`src/rtl/step_ctrl_pkg.sv`:
```
// Shared types and encodings for the step controller.
package step_ctrl_pkg;

  typedef enum logic [1:0] {
    ST_INIT  = 2'd0,
    ST_PULSE = 2'd1,
    ST_GUARD = 2'd2,
    ST_WAIT  = 2'd3
  } state_t;

  localparam logic [1:0] CAUSE_NONE = 2'b00;
  localparam logic [1:0] CAUSE_INIT = 2'b01;
  localparam logic [1:0] CAUSE_DONE = 2'b10;
  localparam logic [1:0] CAUSE_TMO  = 2'b11;

  // Largest of four integers, used to size the shared cycle counter.
  function automatic int max4(input int a, input int b, input int c, input int d);
    int m;
    m = a;
    if (b > m) m = b;
    if (c > m) m = c;
    if (d > m) m = d;
    return m;
  endfunction

endpackage

```
`src/rtl/busy_aggregator.sv`:
```
// Reduces per-channel busy flags to one aggregate busy and flags its falling
// edge as a completion event.
module busy_aggregator #(
  parameter int NCH = 4
) (
  input  logic           clk,
  input  logic           reset,
  input  logic [NCH-1:0] busy,
  input  logic [NCH-1:0] chan_en,
  input  logic           mode_all,
  output logic           agg,
  output logic           agg_q,
  output logic           done_evt
);

  // mode_all=1: busy while any enabled channel is busy (step when all done).
  // mode_all=0: busy only while every enabled channel is busy (step when any done).
  always_comb begin
    agg = 1'b0;
    if (chan_en == '0) begin
      agg = 1'b0;
    end else if (mode_all) begin
      agg = |(busy & chan_en);
    end else begin
      agg = &(busy | ~chan_en);
    end
  end

  // Previous aggregate; resets high so a quiet bus after reset reads as a fall.
  always_ff @(posedge clk or negedge reset) begin
    if (!reset) agg_q <= 1'b1;
    else        agg_q <= agg;
  end

  assign done_evt = agg_q & ~agg;

endmodule

```
`src/rtl/step_controller.sv`:
```
// Step pulse generator: an initial step after reset, then one step per
// completion of the enabled busy channels, with an optional timeout fallback.
module step_controller
  import step_ctrl_pkg::*;
#(
  parameter int NCH      = 4,
  parameter int PULSE_W  = 6,
  parameter int GUARD_W  = 2,
  parameter int INIT_DLY = 2,
  parameter int TW       = 8
) (
  input  logic           clk,
  input  logic           reset,
  input  logic [NCH-1:0] busy,
  input  logic [NCH-1:0] chan_en,
  input  logic           mode_all,
  input  logic [TW-1:0]  timeout_cycles,
  output logic           step,
  output logic [1:0]     cause,
  output logic [15:0]    timeout_count,
  output logic [1:0]     state_dbg
);

  localparam int CMAX = max4(PULSE_W, GUARD_W, INIT_DLY, 2 ** TW);
  localparam int CW   = $clog2(CMAX + 1);

  localparam logic [CW-1:0] INIT_LAST  = CW'(INIT_DLY - 1);
  localparam logic [CW-1:0] PULSE_LAST = CW'(PULSE_W - 1);
  localparam logic [CW-1:0] GUARD_LAST = CW'(GUARD_W - 1);

  state_t          state, state_nx;
  logic [CW-1:0]   cnt, cnt_nx;
  logic [TW-1:0]   tmo_q, tmo_nx;
  logic [CW-1:0]   tmo_last;
  logic            pending, pending_nx;
  logic            step_nx;
  logic [1:0]      cause_nx;
  logic [15:0]     tcnt_nx;
  logic            agg, agg_q, done_evt;

  busy_aggregator #(.NCH(NCH)) u_agg (
    .clk      (clk),
    .reset    (reset),
    .busy     (busy),
    .chan_en  (chan_en),
    .mode_all (mode_all),
    .agg      (agg),
    .agg_q    (agg_q),
    .done_evt (done_evt)
  );

  assign tmo_last  = CW'(tmo_q) - CW'(1);
  assign state_dbg = state;

  // State and output registers; step/cause drop immediately on reset.
  always_ff @(posedge clk or negedge reset) begin
    if (!reset) begin
      state         <= ST_INIT;
      cnt           <= '0;
      tmo_q         <= '0;
      pending       <= 1'b0;
      step          <= 1'b0;
      cause         <= CAUSE_NONE;
      timeout_count <= '0;
    end else begin
      state         <= state_nx;
      cnt           <= cnt_nx;
      tmo_q         <= tmo_nx;
      pending       <= pending_nx;
      step          <= step_nx;
      cause         <= cause_nx;
      timeout_count <= tcnt_nx;
    end
  end

  // Next-state logic; one shared counter times every state.
  always_comb begin
    state_nx   = state;
    cnt_nx     = cnt;
    tmo_nx     = tmo_q;
    pending_nx = pending;
    step_nx    = step;
    cause_nx   = cause;
    tcnt_nx    = timeout_count;
    case (state)
      ST_INIT: begin
        if (cnt == INIT_LAST) begin
          state_nx = ST_PULSE;
          cnt_nx   = '0;
          step_nx  = 1'b1;
          cause_nx = CAUSE_INIT;
        end else begin
          cnt_nx = cnt + CW'(1);
        end
      end
      ST_PULSE: begin
        // Completion events here are deliberately dropped.
        if (cnt == PULSE_LAST) begin
          state_nx = ST_GUARD;
          cnt_nx   = '0;
          step_nx  = 1'b0;
          cause_nx = CAUSE_NONE;
        end else begin
          cnt_nx = cnt + CW'(1);
        end
      end
      ST_GUARD: begin
        if (done_evt) pending_nx = 1'b1;
        if (cnt == GUARD_LAST) begin
          state_nx = ST_WAIT;
          cnt_nx   = '0;
          tmo_nx   = timeout_cycles;
        end else begin
          cnt_nx = cnt + CW'(1);
        end
      end
      ST_WAIT: begin
        // Completion wins over a timeout expiring on the same edge.
        if (done_evt || pending) begin
          state_nx   = ST_PULSE;
          cnt_nx     = '0;
          step_nx    = 1'b1;
          cause_nx   = CAUSE_DONE;
          pending_nx = 1'b0;
        end else if ((tmo_q != '0) && (cnt == tmo_last)) begin
          state_nx = ST_PULSE;
          cnt_nx   = '0;
          step_nx  = 1'b1;
          cause_nx = CAUSE_TMO;
          if (timeout_count != 16'hFFFF) tcnt_nx = timeout_count + 16'd1;
        end else if (tmo_q != '0) begin
          cnt_nx = cnt + CW'(1);
        end
      end
      default: begin
        state_nx = ST_INIT;
        cnt_nx   = '0;
      end
    endcase
  end

endmodule

```
`config.mk`:
```
export PLATFORM = sky130hd
export DESIGN_NAME = step_controller
export DESIGN_NICKNAME = d
export VERILOG_FILES = /design/src/rtl/step_ctrl_pkg.sv /design/src/rtl/busy_aggregator.sv /design/src/rtl/step_controller.sv
export SDC_FILE = /design/constraint.sdc
export NUM_CORES = 1
export LEC_CHECK = 0
export CORE_ASPECT_RATIO = 0.9
export CORE_MARGIN = 8
export CORE_UTILIZATION = 53
export CTS_CLUSTER_DIAMETER = 40
export DETAILED_ROUTE_END_ITERATION = 12
export PLACE_DENSITY = 0.79
export SYNTH_ARGS = -nofsm -noshare
export SYNTH_HDL_FRONTEND = slang
export SYNTH_SLANG_ARGS = --single-unit
```
`constraint.sdc`:
```
create_clock -name clk -period 2.8 [get_ports clk]
set_input_delay 0.28 -clock clk [delete_from_list [all_inputs] [get_ports clk]]
set_output_delay 0.28 -clock clk [all_outputs]
set_load 0.02 [all_outputs]
```
* Word-level counts from Yosys, hierarchy flattened
Cells that the tools add are included.
** Word-level totals
- Flip-flop bits (word level) :: 40
- Bits of input ports :: 19
- Output and inout port bits :: 21
- Word-level logic and storage cells :: 72
** Operators by class
- $add $sub $neg :: 3
- Eq/ne operators :: 14
- Muxes and demuxes :: 26
- Bitwise gates (word level) :: 6
- Reduce and logical (&&, ||, !) cells :: 15
** Operators by type and width (number)
- two-way mux 9 bit :: 5
- one-hot mux 9 bit (3 select lines) :: 1
- adder 16 x 1 -> 16 bit, second input constant :: 1
- two-way mux 2 bit :: 8
- != test 16 bit, second input constant :: 1
- AND reduction 4 bit :: 4
- != test 2 bit, second input constant :: 5
- adder 9 x 1 -> 9 bit, second input constant :: 1
- == test 9 x 1 -> 1 bit, second input constant :: 1
- == test 9 x 3 -> 1 bit, second input constant :: 1
- == test 9 bit :: 1
- subtractor 8 x 1 -> 9 bit, second input constant :: 1
- two-way mux 1 bit :: 8
- one-hot mux 2 bit (4 select lines) :: 1
- nonzero test 8 bit :: 1
- one-hot mux 2 bit (3 select lines) :: 1
- bitwise AND 4 bit :: 1
- == test 2 bit, second input constant :: 2
- logical NOT 4 bit :: 1
- != test 4 bit, second input constant :: 1
- NOT 4 bit :: 1
- OR 4 bit :: 1
- OR reduction 4 bit :: 1
- != test 3 bit, second input constant :: 1
- other kinds (13) :: 14

* Depth between registers and ports, before layout
Gate-level depths: netlist of the first run.
- Depth in word-level cells :: 10
- Mapped depth :: 10
- Depth with buffers taken out :: 9

* By module
Synthesis of the first run repeated with hierarchy kept, for this count alone.
** Second synthesis, totals
- Cell total of the unflattened synthesis :: 236
- Area, all modules :: 2394.8 um^2
** Modules (own cells, without submodules)
- step_controller :: times used 1, cells each 224, area each 2264.7 um^2, seq. area each 975.9 um^2
- busy_aggregator :: times used 1, cells each 12, area each 130.1 um^2, seq. area each 26.3 um^2

* Least setup slack after synthesis of the first run
OpenSTA, ideal clock, no wires.
- Kind :: register to register
- Start point :: reg tmo_q[0]
- End point :: reg timeout_count[9]
- Library setup time :: 129 ps
- Data arrival time :: 2140 ps
- Data required time :: 2671 ps
- Slack :: 531 ps
- Cell stages (with the launch flop) :: 9
- Period minus slack after synthesis :: 2269 ps
- Cell sequence :: dfrtp_1 -> inv_1 -> ha_1 -> nand2_1 -> or4_4 -> a211oi_4 -> nand4_2 -> or3_1 -> xnor2_1
** Between the ends
- Cells in the longest elaborated chain, start to end :: 4
- Elaborated cells between the ends (all ways) :: 5
** Ends and longest elaborated chain
- start, declared :: line step_controller.sv:33 : logic [TW-1:0] tmo_q, tmo_nx;
- start signal, assigned :: line step_controller.sv:68 : tmo_q <= tmo_nx;
- subtractor 8 x 1 -> 9 bit :: line step_controller.sv:52 : assign tmo_last = CW'(tmo_q) - CW'(1);
- == test 9 bit :: line step_controller.sv:125 : end else if ((tmo_q != '0) && (cnt == tmo_last)) begin
- logical AND 1 bit * :: line step_controller.sv:125
- AND reduction 4 bit (no line) *
- end signal, assigned :: line step_controller.sv:72 : timeout_count <= tcnt_nx;
- end, declared :: line step_controller.sv:20 : output logic [15:0] timeout_count,
Every way passes the cells marked *; elsewhere a longest branch is shown, timed or not.
A chain may end at the register's enable or synchronous reset.

* Worst setup path in the final report of the first run
- Start point :: reg tmo_q[2]
- End point :: reg timeout_count[9]
The elaborated chain is that of the path after synthesis.

==> flow_summary.ini, run 1 <==
[run_status]
status = complete, no violations

[timing]
min_period_ps = 2570
fmax_ghz = 0.390
final_hold_viol_count = 0
setup_violations = 0
setup_ws_ps = 234
worstMarginPinSlew_ps = 885
totalNegativeSetupSlack_ps = 0
fin_crit_sh_pct = 91.6
finalMaxSlewViolations = 0
clock_skew_ps = 5.71
rsz0062_at_grt = false
relSlewSlack_pct = 41.0

[floorplanning]
core_area_mm2 = 0.00443
rows = 23
ios = 40
design.die.area_mm2 = 0.00701
initial_utilization_pct = 54.9
die_w_um = 87.4
die_y_um = 80.3

[clocking]
cts_resized = 0
clk_latency_ps = 290
h-tree-depth = 2
hold_buffers = 0
post-cts-setup-buffers = 0
path_clk_slew_ps = 80
clock_path_buffers = 2
cts_tree = done
cts-root-buf = clkbuf_8
cts_buffers = 5
clock_sinks = 40

[final_layout]
antenna_cells = 0
layout.cells.most_common_list = dfrtp_1 (39), clkdlybuf4s50_1 (38), nand2_1 (21)
nNetsFinal = 318
syn_to_final_growth_pct = 23.7
layout_commonest_cell = dfrtp_1
fin_area_mm2 = 0.00301
drive_gt1_share_pct = 11.1

[setup_path]
critPathRequiredTime_ps = 2980
crit_arrival_ps = 2740
endpoint_kind = register
r2r_start = tmo_q[2]
crit_fanout = 7
critPathKind = register to register
startpoint = tmo_q[2]
crit_path_start_kind = register
rrSetupSlack_ps = 230
worstRegToRegCells = 7
worstReg2RegEnd = timeout_count[9]

[grt]
grt_start_max_net_pins = 41
grt_pass1_vias = 1938
grt_use_total_pct = 15.8
grt_pass1_wl_um = 8930
antenna_found_initial = 0
overflow = 0

[synthesis]
synthDistinctLibCells = 48
synth_top_area_cell = dfrtp_1
syn_nets = 275
synthSimpleGateAreaFrac_pct = 24.1
syn_inst = 245
synth_top_area_share_pct = 40.1
synth_area_mm2 = 0.00243
synth.ff_latch_count = 40
synthAdderAreaFrac_pct = 5.66
yosysSeqAreaShare_pct = 41.2
synth.area.top_cells = dfrtp_1 (40%), ha_1 (5.7%), xor2_1 (5.4%), mux2_2 (4.2%), xnor2_1 (3.6%)
synth.area.mux_share_pct = 5.46
synth_compound_area_share_pct = 11.8
synthXorXnorAreaFrac_pct = 9.01
ys_warn_count = 0
synth_top_family_by_area = simple AND/OR/NAND/NOR gates
syn_area_per_cell_um2 = 9.92

[pwr]
p_int_mw = 0.894
power_density_mw_per_mm2 = 378
pwr-share-clk_pct = 40.3
swShare_pct = 21.2
p_leak_nw = 1.38
seqPwrFrac_pct = 52.6
switching_power_mw = 0.241
pwr-share-comb_pct = 7.2
vdd_drop_max_mv = 0.348

[placed_design]
placed_area_mm2 = 0.00289
dp_hpwl_um = 3990
place.gp.congestion = 0.842
port_buffers = 39
preCtsSetupSlack_ps = 264

[routing]
firstDrtPassIters = 4
postRouteAntennaNets = 0
drtIter0Drc = 120
wirelength_um = 5320
viasPerCell = 5.61
routed-via-count = 1970
drc = 0
wl_per_cell_um = 15.2

[hold_path]
worstHoldPathType = input port to asynchronous set/reset pin

[run]
maxCapViolations = 0
final cells by class:
cell class / instances / area (um^2)
fillers: 374 / 1430
multi-input cells: 188 / 1370
flip-flops and latches: 40 / 1000
repair buffers: 42 / 408
well taps: 62 / 77.6
clock buffers: 6 / 72.6
inverters: 11 / 41.3
clock inverters: 2 / 35.0
worst max path at each step:
stage | end | cells after the start
2_1_floorplan | timeout_count[9] | 8
3_3_place_gp | cnt[8] | 8
3_5_place_dp | timeout_count[9] | 7
4_1_cts | timeout_count[9] | 8
5_1_grt | timeout_count[8] | 9
6_report | timeout_count[9] | 7
flip-flops by register name, summed over array words and instances (netlist names):
register,flops
step,1
pending,1
u_agg.agg_q,1
tmo_q,8
state_dbg,2
cause,2
timeout_count,16
cnt,9
metal layers:
| layer | GRT usage, % | vias up | routed length [um] |
|---|---|---|---|
| li1 | - | 959 | - |
| met1 | 19.6 | 946 | 2390 |
| met4 | 5.66 | 0 | 71 |
| met2 | 26.0 | 59 | 2540 |
| met3 | 3.87 | 6 | 315 |
| met5 | 0 | - | 0 |
stage by stage:
stage	util [%]	hold WS (ps)	total power [mW]	instances
after CTS	67.7	143	1.15	351
after floorplan	-	-15.6	0.642	245
after global placement	65.2	444	0.685	343
final	67.8	109	1.14	351
after detailed placement	65.2	450	0.688	343
after global routing	67.8	196	1.18	351
worst max-delay path, stage by stage, from the launching register on:
cell	delay [ps]
dfrtp_1	470
nor4_1	490
nor2b_1	270
xnor2_1	140
a211oi_4	290
nand4_2	240
or3_1	420
xnor2_1	130
cell families (layout without fill, tap and decap cells):
logic type / count (synthesis) / count (layout)
AO/OA/AOI/OAI: 38 / 38
XOR/XNOR: 25 / 25
adder cells (fa/ha/maj): 11 / 11
buffers and inverters: 17 / 61
flip-flops: 40 / 40
multiplexers: 12 / 12
AND/OR/NAND/NOR: 102 / 102
cells in the mapped netlist, drive strengths merged:
library cell   n
dfrtp         39
or4            2
dfstp          1
and2           3
a32o           1
inv           11
and3          10
ha            11
o211ai         1
nor2b         11
xor2          15
a22oi          2
or2            1
or3            3
mux2i          2
o31ai          1
o211a          1
o2bb2ai        3
a211oi         1
and4bb         1
o221ai         2
mux2          10
o41ai          1
a21o           7
nor3           9
nor3b          1
xnor2         10
o2111a         1
nor4b          4
clkbuf         4
nand2         21
a2111oi        1
a31o           1
and4           1
nand3         11
buf            2
o21ai          9
and3b          1
nor2          12
nor4           4
a21oi          6
nand3b         4
nand4          3
power by group through the flow:
| stage | combinational [mW] | clock, mW | sequential, mW |
|---|---|---|---|
| floorplan | 0.0378 | 0 | 0.604 |
| CTS | 0.0824 | 0.468 | 0.595 |
| global placement | 0.0784 | 0 | 0.606 |
| global route | 0.0907 | 0.494 | 0.598 |
| finish | 0.0814 | 0.457 | 0.597 |
| detailed placement | 0.0817 | 0 | 0.607 |
(Power assumes the default switching activity.)
==> run 2, diff against run 1 <==
--- a/config.mk
+++ b/config.mk
@@ -5,6 +5,7 @@
 export SDC_FILE = /design/constraint.sdc
 export NUM_CORES = 1
 export LEC_CHECK = 0
+export CAP_MARGIN = 20
 export CORE_ASPECT_RATIO = 0.9
 export CORE_MARGIN = 8
 export CORE_UTILIZATION = 53
@@ -14,3 +15,4 @@
 export SYNTH_ARGS = -nofsm -noshare
 export SYNTH_HDL_FRONTEND = slang
 export SYNTH_SLANG_ARGS = --single-unit
+export TNS_END_PERCENT = 20
==> results of run 2 <==
No change in the layout: final DEF, timing and power equal those of run 1.
==> run 3, diff against run 2 <==
--- a/config.mk
+++ b/config.mk
@@ -6,7 +6,6 @@
 export NUM_CORES = 1
 export LEC_CHECK = 0
 export CAP_MARGIN = 20
-export CORE_ASPECT_RATIO = 0.9
 export CORE_MARGIN = 8
 export CORE_UTILIZATION = 53
 export CTS_CLUSTER_DIAMETER = 40
==> flow_summary.ini, run 3 (same netlist as run 1, synthesis figures left out) <==
[setup_path]
crit_fanout = 7
crit_arrival_ps = 2800
critPathRequiredTime_ps = 3000
rrSetupSlack_ps = 200
crit_path_start_kind = register
critPathSlowestCell = nor4_1
r2r_start = tmo_q[2]
cpLargestDelayFamily = simple AND/OR/NAND/NOR gates
endpoint_kind = register
worstRegToRegCells = 7
cp_num_buf_inv = 0
critPathKind = register to register
worstReg2RegEnd = timeout_count[9]
path_cells = nor4_1, o2111a_1, nor3_1, nor3_2, nand4_2, or3_1, xnor2_1
max_stage_delay_ps = 570

[timing]
relSlewSlack_pct = 40.4
worstMarginPinSlew_ps = 894
totalNegativeSetupSlack_ps = 0
rsz0062_at_grt = false
setup_violations = 0
final_hold_viol_count = 0
finalMaxSlewViolations = 0
clock_skew_ps = 9.64
fin_crit_sh_pct = 92.9
fmax_ghz = 0.385
min_period_ps = 2600

[hold_path]
worstHoldPathType = input port to asynchronous set/reset pin

[final_layout]
antenna_cells = 0
layout_commonest_cell = dfrtp_1
nFillCells = 350
drive_gt1_share_pct = 11.1
syn_to_final_growth_pct = 23.4
reg.largest.list = timeout_count (16), cnt (9), tmo_q (8)
nNetsFinal = 318
regMostFlops = timeout_count
largest_reg_flops = 16
layout.cells.most_common_list = dfrtp_1 (39), clkdlybuf4s50_1 (38), nand2_1 (21)

[grt]
grt_pass1_wl_um = 8830
overflow = 0
antenna_found_initial = 0
grt_pass1_vias = 1842
grt_use_total_pct = 14.9
grt_start_max_net_pins = 41

[clocking]
cts_buffers = 5
post-cts-setup-buffers = 0
clk_latency_ps = 300
clock_sinks = 40
hold_buffers = 0
path_clk_slew_ps = 80
h-tree-depth = 2
cts-root-buf = clkbuf_8
clock_path_buffers = 2
cts_tree = done
cts_resized = 0

[run_status]
status = complete, no violations

[routing]
viasPerCell = 5.57
drtIter0Drc = 87
wl_per_cell_um = 15.2
wirelength_um = 5180
routed.top_layer = met4
wl_met1_um = 2360
postRouteAntennaNets = 0
routed-via-count = 1899
wl_met3_um = 280
drc = 0
firstDrtPassIters = 4
wl_met2_um = 2460

[pwr]
p_leak_nw = 1.39
power_density_mw_per_mm2 = 392
seqPwrFrac_pct = 50.5
swShare_pct = 21.8
switching_power_mw = 0.256
vdd_drop_max_mv = 0.292
pwr-share-comb_pct = 6.9
pwr-share-clk_pct = 42.6
p_int_mw = 0.921
totalPowerFinal_mw = 1.18

[floorplanning]
design.die.area_mm2 = 0.00701
ios = 40
initial_utilization_pct = 55.5
core_area_mm2 = 0.00438
die_y_um = 83.7
rows = 24
die_w_um = 83.7

[placed_design]
dp_hpwl_um = 3800
port_buffers = 39
place.gp.congestion = 0.836

[run]
maxCapViolations = 0
[run 3: metal layers]
layer | global-route usage, % | vias up
met5 | 0 | -
li1 | - | 957
met3 | 5.08 | 10
met4 | 5.18 | 0
met2 | 24.3 | 42
met1 | 17.7 | 890
[run 3: through the flow]
stage	utilization (%)	setup slack (ps)	hold slack (ps)	instance area, um^2	cells
global placement	65.7	339	453	2880	333
finish	68.4	200	105	3000	341
detailed placement	65.7	303	465	2880	333
floorplan	-	531	-15.6	2430	245
global route	68.4	54.6	178	3000	341
CTS	68.4	210	130	3000	341
[run 3: cell type report]
cell class / instances / area, um^2 / area share, %
inverter: 11 / 41.3 / 1.38
timing repair buffer: 42 / 408 / 13.6
clock buffer: 6 / 82.6 / 2.75
tap: 52 / 65.1 / 2.17
clock inverter: 2 / 38.8 / 1.29
sequential: 40 / 1000 / 33.4
multi-input combinational: 188 / 1360 / 45.4
[run 3: how the worst max path moves through the flow]
stage	slack (ps)	to	cells past startpoint	from
2_1_floorplan	530	timeout_count[9]	8	tmo_q[0]
3_3_place_gp	340	cnt[8]	8	chan_en[1]
3_5_place_dp	300	cnt[8]	8	chan_en[1]
4_1_cts	210	timeout_count[9]	7	tmo_q[2]
5_1_grt	50	timeout_count[9]	7	tmo_q[2]
6_report	200	timeout_count[9]	7	tmo_q[2]
[run 3: power by group through the flow]
stage | clock [mW] | combinational (mW) | sequential [mW]
after detailed placement | 0 | 0.0812 | 0.606
after CTS | 0.516 | 0.0821 | 0.595
after floorplan | 0 | 0.0378 | 0.604
final | 0.501 | 0.0807 | 0.595
after global routing | 0.540 | 0.0893 | 0.597
after global placement | 0 | 0.0786 | 0.606
[run 3: worst register-to-register path: stages (launching register included)]
cell	delay, ps
dfrtp_1	460
nor4_1	570
o2111a_1	290
nor3_1	60
nor3_2	320
nand4_2	170
or3_1	390
xnor2_1	240
==> RTL change 1, RTL diff (flow settings as in run 2) <==
`NCH` is set to 4 in 2 places; all go to 6.
--- a/src/rtl/busy_aggregator.sv
+++ b/src/rtl/busy_aggregator.sv
@@ -3,3 +3,3 @@
 module busy_aggregator #(
-  parameter int NCH = 4
+  parameter int NCH = 6
 ) (
--- a/src/rtl/step_controller.sv
+++ b/src/rtl/step_controller.sv
@@ -5,3 +5,3 @@
 #(
-  parameter int NCH      = 4,
+  parameter int NCH      = 6,
   parameter int PULSE_W  = 6,
Ports: changed (resized busy and chan_en); port bits go from 40 to 44. No check against the original RTL was run, so the function may have changed too.
==> RTL change 1 against run 2 <==
The flow now finishes with violations (setup timing); setup slack got worse by 0.27 ns; design area rose by 12%; worst hold slack got worse by 0.019 ns; routed wire length rose by 22%; synthesized area rose by 4.4%; sequential cell count did not move; global-route usage rose by 2.5 points.
Power is not compared: it rests on default switching activity, and its combinational part moved more than twofold at a synthesized area within 25%.
==> RTL change 1: results (changes against run 2) <==
WORST SETUP PATH
--------------------------------------------------------------------------
Highest cell delay on the worst timing path                        0.53 ns   was 0.49 ns
Data arrival time of the critical path                             3.02 ns   was 2.74 ns
Slowest cell on the critical path                             sky130_fd_sc_hd__or4_4   was sky130_fd_sc_hd__nor4_1
Crit path capture                                             cause[0]$_DFFE_PN0P_   was timeout_count[9]$_DFFE_PN0P_
Crit-path max FO                                                         3   was 7

YOSYS
--------------------------------------------------------------------------
Yosys Warn Count                                                         0   unchanged
Post-synth top cells                                          sky130_fd_sc_hd__dfrtp_1, sky130_fd_sc_hd__nand2_1, sky130_fd_sc_hd__xor2_1   unchanged
Post-Synthesis Cells                                                   267   was 245
Cell variety after synth                                                59   was 48
Synthesized net count                                                  301   was 275
Biggest area contributors in the synthesized netlist          sky130_fd_sc_hd__dfrtp_1, sky130_fd_sc_hd__xor2_1, sky130_fd_sc_hd__ha_1   was sky130_fd_sc_hd__dfrtp_1, sky130_fd_sc_hd__ha_1, sky130_fd_sc_hd__xor2_1
Sequential share of the synthesized area                            39.48%   was 41.22%

PLACEMENT
--------------------------------------------------------------------------
Post-detailed-placement half-perimeter wirelength                  4662 um   was 3988 um
Placer Congestion                                                   0.8225   was 0.8417
Cell area after placement                                       3122 sq um   was 2892 sq um
Port buffer count                                                       43   was 39
Cell Count Post-Placement                                              381   was 343

DETAILED ROUTING
--------------------------------------------------------------------------
Detailed-route vias per instance                                     5.674   was 5.613
Met3 routed wirelength                                              318 um   was 315 um
Detail Route met2 WL                                               3181 um   was 2543 um
Met1 Wirelength                                                    2856 um   was 2390 um
First-iteration detailed-routing DRC count                             117   was 120
Routed len/inst                                                   16.66 um   was 15.16 um

FINAL LAYOUT
--------------------------------------------------------------------------
Fraction of layout instances using a drive strength above 1         21.91%   was 11.07%
Number of nets in the layout                                           357   was 318
Fillers                                                                368   was 374
Fin cells                                                              389   was 351

RUN STATUS
--------------------------------------------------------------------------
Run status                                                    finished, violations left   was complete, no violations
Failing checks                                                setup timing

STA
--------------------------------------------------------------------------
Min setup slack post-route                                     -0.03337 ns   was 0.2342 ns
Fin Clk Skew                                                   0.009358 ns   was 0.005707 ns
Final setup fails                                                        3   was 0
TNS Setup                                                      -0.09407 ns   was 0 ns
Slew HR                                                             41.05%   was 41.01%
Worst slack on hold paths                                       0.09004 ns   was 0.1088 ns

CTS
--------------------------------------------------------------------------
Worst-path clk slew                                                0.08 ns   about the same

GRT
--------------------------------------------------------------------------
Wire length of the first global-routing pass                     10,470 um   was 8928 um
Number of global-route vias before repair                            2,192   was 1,938
Total GRT Usage                                                     18.33%   was 15.80%

## RTL change 1: stage by stage
step	total power, uW	worst slack, ns
2_1_floorplan	1772	-0.03109
3_3_place_gp	2206	-0.07895
3_5_place_dp	2259	-0.02827
4_1_cts	2680	-0.03816
5_1_grt	3031	-0.1645
6_report	2836	-0.03337
## RTL change 1: final cells by class
class                           count  area (sq um)  share of cell area [%]
Clock buffer                        5         68.82                   2.043
Inverter                           16         60.06                   1.783
Clock inverter                      3         18.77                  0.5572
Timing Repair Buffer               60         560.5                   16.64
Sequential cell                    40          1002                   29.75
Tap cell                           65         81.33                   2.415
Multi-Input combinational cell    200          1577                   46.81
## RTL change 1: power by group through the flow
stage	registers, uW	logic, uW	clock network [uW]
2_1_floorplan	887	885	0
6_report	869	1580	388
4_1_cts	864	1420	399
5_1_grt	894	1720	420
3_5_place_dp	874	1380	0
3_3_place_gp	869	1340	0
## RTL change 1: timing repair
| item | CTS | global route |
|---|---|---|
| pin swaps | 0 | 2 |
| hold endpoints to repair | 0 | 0 |
| setup endpoints to repair | 18 | 27 |
| cloned | 0 | 0 |
| gates resized for setup | 5 | 30 |
| buffers inserted | 0 | 0 |
## RTL change 1: kinds of logic (layout without fill, tap and decap cells)
group,after synthesis,in the layout,synth area share [%]
mux,14,14,6.604
buf+inv,27,84,4.387
fa+ha+maj,11,11,5.421
xor+xnor,23,23,7.935
simple gates,104,104,23.21
compound gates,48,48,12.96
flops,40,40,39.48
## RTL change 1: routing by layer
metal,up-vias,GRT usage [%]
met1,1055,23.92
li1,1076,-
met2,66,29.39
met4,0,5.473
met5,-,0
met3,10,4.600
==> RTL change 2, RTL diff (settings of run 2) <==
Made on the original files. Make the reset (`reset`) synchronous in 2 clocked blocks.
--- a/src/rtl/busy_aggregator.sv
+++ b/src/rtl/busy_aggregator.sv
@@ -29,3 +29,3 @@
   // Previous aggregate; resets high so a quiet bus after reset reads as a fall.
-  always_ff @(posedge clk or negedge reset) begin
+  always_ff @(posedge clk) begin
     if (!reset) agg_q <= 1'b1;
--- a/src/rtl/step_controller.sv
+++ b/src/rtl/step_controller.sv
@@ -55,3 +55,3 @@
   // State and output registers; step/cause drop immediately on reset.
-  always_ff @(posedge clk or negedge reset) begin
+  always_ff @(posedge clk) begin
     if (!reset) begin
Function: differs if reset is asserted again (counterexample within 4 cycles, from zero or initial values and one cycle with reset low); with reset held inactive, the same outputs for 10 cycles.
==> RTL change 2 against run 2 <==
Sequential share of layout area is 7.4 points lower; sequential cell count did not move; setup slack got worse by 0.053 ns; highest routed layer unchanged; die area down 0.54%; synthesized area shrank 0.67%; first-iteration DRC count increased by 8.3%; routed wire length rose by 16%; critical path type unchanged; critical path depth up 2; design area grew 2.7%.
Power is not compared: it rests on default switching activity, and its combinational part moved more than twofold at a synthesized area within 25%.
==> RTL change 2: results (changes against run 2) <==
RUN STATUS
--------------------------------------------------------------------------
Run status                                                    complete, no violations   unchanged

DETAILED ROUTING
--------------------------------------------------------------------------
Detailed-route vias per instance                                     5.923   was 5.613
Routed len/inst                                                   15.40 um   was 15.16 um
First-iteration detailed-routing DRC count                             130   was 120

WORST SETUP PATH
--------------------------------------------------------------------------
Data arrival time of the critical path                             2.86 ns   was 2.74 ns
Cells on worst reg2reg path                                              9   was 7
Worst setup slack for register-to-register paths                   0.18 ns   was 0.23 ns
Slowest cell on the critical path                             sky130_fd_sc_hd__or4_1   was sky130_fd_sc_hd__nor4_1
Critical path startpoint                                      tmo_q[0]$_SDFFE_PN0P_   was tmo_q[2]$_DFFE_PN0P_
Highest cell delay on the worst timing path                        0.53 ns   was 0.49 ns
Crit-path max FO                                                        12   was 7

YOSYS
--------------------------------------------------------------------------
Fraction of registers with async set/reset                              0%   was 100.0%
Top-count cell post-synth                                     sky130_fd_sc_hd__dfxtp_1   was sky130_fd_sc_hd__dfrtp_1
Average cell area after synthesis                              8.270 sq um   was 9.923 sq um
Most used flip-flop cell after synthesis                      sky130_fd_sc_hd__dfxtp_1   was sky130_fd_sc_hd__dfrtp_1
Sequential share of the synthesized area                            33.16%   was 41.22%
Biggest area contributors in the synthesized netlist          sky130_fd_sc_hd__dfxtp_1, sky130_fd_sc_hd__mux2i_1, sky130_fd_sc_hd__ha_1   was sky130_fd_sc_hd__dfrtp_1, sky130_fd_sc_hd__ha_1, sky130_fd_sc_hd__xor2_1
Synthesized net count                                                  322   was 275
Post-synth top cells                                          sky130_fd_sc_hd__dfxtp_1, sky130_fd_sc_hd__nand2_1, sky130_fd_sc_hd__nor2_1   was sky130_fd_sc_hd__dfrtp_1, sky130_fd_sc_hd__nand2_1, sky130_fd_sc_hd__xor2_1
Cell variety after synth                                                47   was 48

HOLD PATH
--------------------------------------------------------------------------
Worst min-delay path category                                      reg2reg   was in2async

STA
--------------------------------------------------------------------------
Post-route minimum period                                         2.619 ns   was 2.566 ns
Fin Clk Skew                                                   0.009685 ns   was 0.005707 ns
Slew HR                                                             62.02%   was 41.01%

FINAL LAYOUT
--------------------------------------------------------------------------
Number of nets in the layout                                           367   was 318
Fillers                                                                376   was 374
Fraction of layout instances using a drive strength above 1         8.284%   was 11.07%
Fin cells                                                              400   was 351

CTS
--------------------------------------------------------------------------
Skew-Pair Late Insertion Delay                                     0.30 ns

GRT
--------------------------------------------------------------------------
Number of global-route vias before repair                            2,220   was 1,938
Largest net degree at the start of global routing                       25   was 41

PLACEMENT
--------------------------------------------------------------------------
Post-detailed-placement half-perimeter wirelength                  4287 um   was 3988 um
Placer Congestion                                                   0.8939   was 0.8417

RTL change 2: changes by cell type in the layout (fill, tap and decap cells not counted), moves of 9 or more:
cell                             run 2  this run
sky130_fd_sc_hd__nor2_1             12        24
sky130_fd_sc_hd__xor2_1             15         5
sky130_fd_sc_hd__nor2b_1            11         2
sky130_fd_sc_hd__mux2i_1             2        14
sky130_fd_sc_hd__dfrtp_1            39         0
sky130_fd_sc_hd__dfxtp_1             0        40
sky130_fd_sc_hd__a21oi_1             6        18
RTL change 2: layout make-up:
type / count / area [sq um] / share of cell area (%)
Inverter: 11 / 41.29 / 1.337
Multi-Input combinational cell: 229 / 1538 / 49.78
Clock inverter: 3 / 90.09 / 2.916
Tap cell: 62 / 77.57 / 2.511
Timing Repair Buffer: 50 / 473.0 / 15.31
Clock buffer: 5 / 68.82 / 2.228
Sequential cell: 40 / 800.8 / 25.92
RTL change 2: stage by stage:
stage | hold WS, ns | instance area [sq um] | worst slack (ns) | power [uW]
2_1_floorplan | 0.4239 | 2415 | 0.2383 | 1118
3_3_place_gp | 0.4439 | 2902 | 0.1782 | 1301
3_5_place_dp | 0.4516 | 2902 | 0.1029 | 1310
4_1_cts | 0.4683 | 3060 | 0.001885 | 1974
5_1_grt | 0.4959 | 3089 | 0.01515 | 2085
6_report | 0.4668 | 3089 | 0.1807 | 1973
RTL change 2: timing repair:
item / CTS / global route
resized for setup: 0 / 2
hold endpoints to repair: 0 / 0
endpoints found under the setup margin: 0 / 11
buffers inserted: 0 / 1
hold buffers: 0 / 0
RTL change 2: worst min-delay path by stage:
stage,end,slack (ns),depth (start not counted)
finish,step$_SDFFE_PN0P_,0.47,2
detailed placement,step$_SDFFE_PN0P_,0.45,2
CTS,step$_SDFFE_PN0P_,0.47,2
floorplan,tmo_q[0]$_SDFFE_PN0P_,0.42,2
global route,cause[1]$_SDFFE_PN0P_,0.50,2
global placement,cause[1]$_SDFFE_PN0P_,0.44,2
RTL change 2: layer usage:
layer / global-route usage, % / share of wire, % / vias up
li1: - / - / 1168
met1: 23.95 / 49 / 1120
met2: 27.67 / 45 / 69
met3: 4.321 / 5.5 / 12
met4: 6.003 / 1.2 / 0
met5: 0 / 0 / -
RTL change 2: cells by family after synthesis:
kind of cell	after synthesis	share of synthesized area, %
simple gates	125	28.81
fa+ha+maj	11	5.699
xor+xnor	12	4.352
flops	40	33.16
buf+inv	24	4.041
compound gates	65	17.67
mux	15	6.269
RTL change 2: critical path: cells and delay by family, from the launching register on:
kind            cells  cell delay (ns)
fa+ha+maj           1             0.20
simple gates        3             0.98
flops               1             0.36
buf+inv             1             0.09
compound gates      2             0.46
mux                 2             0.48
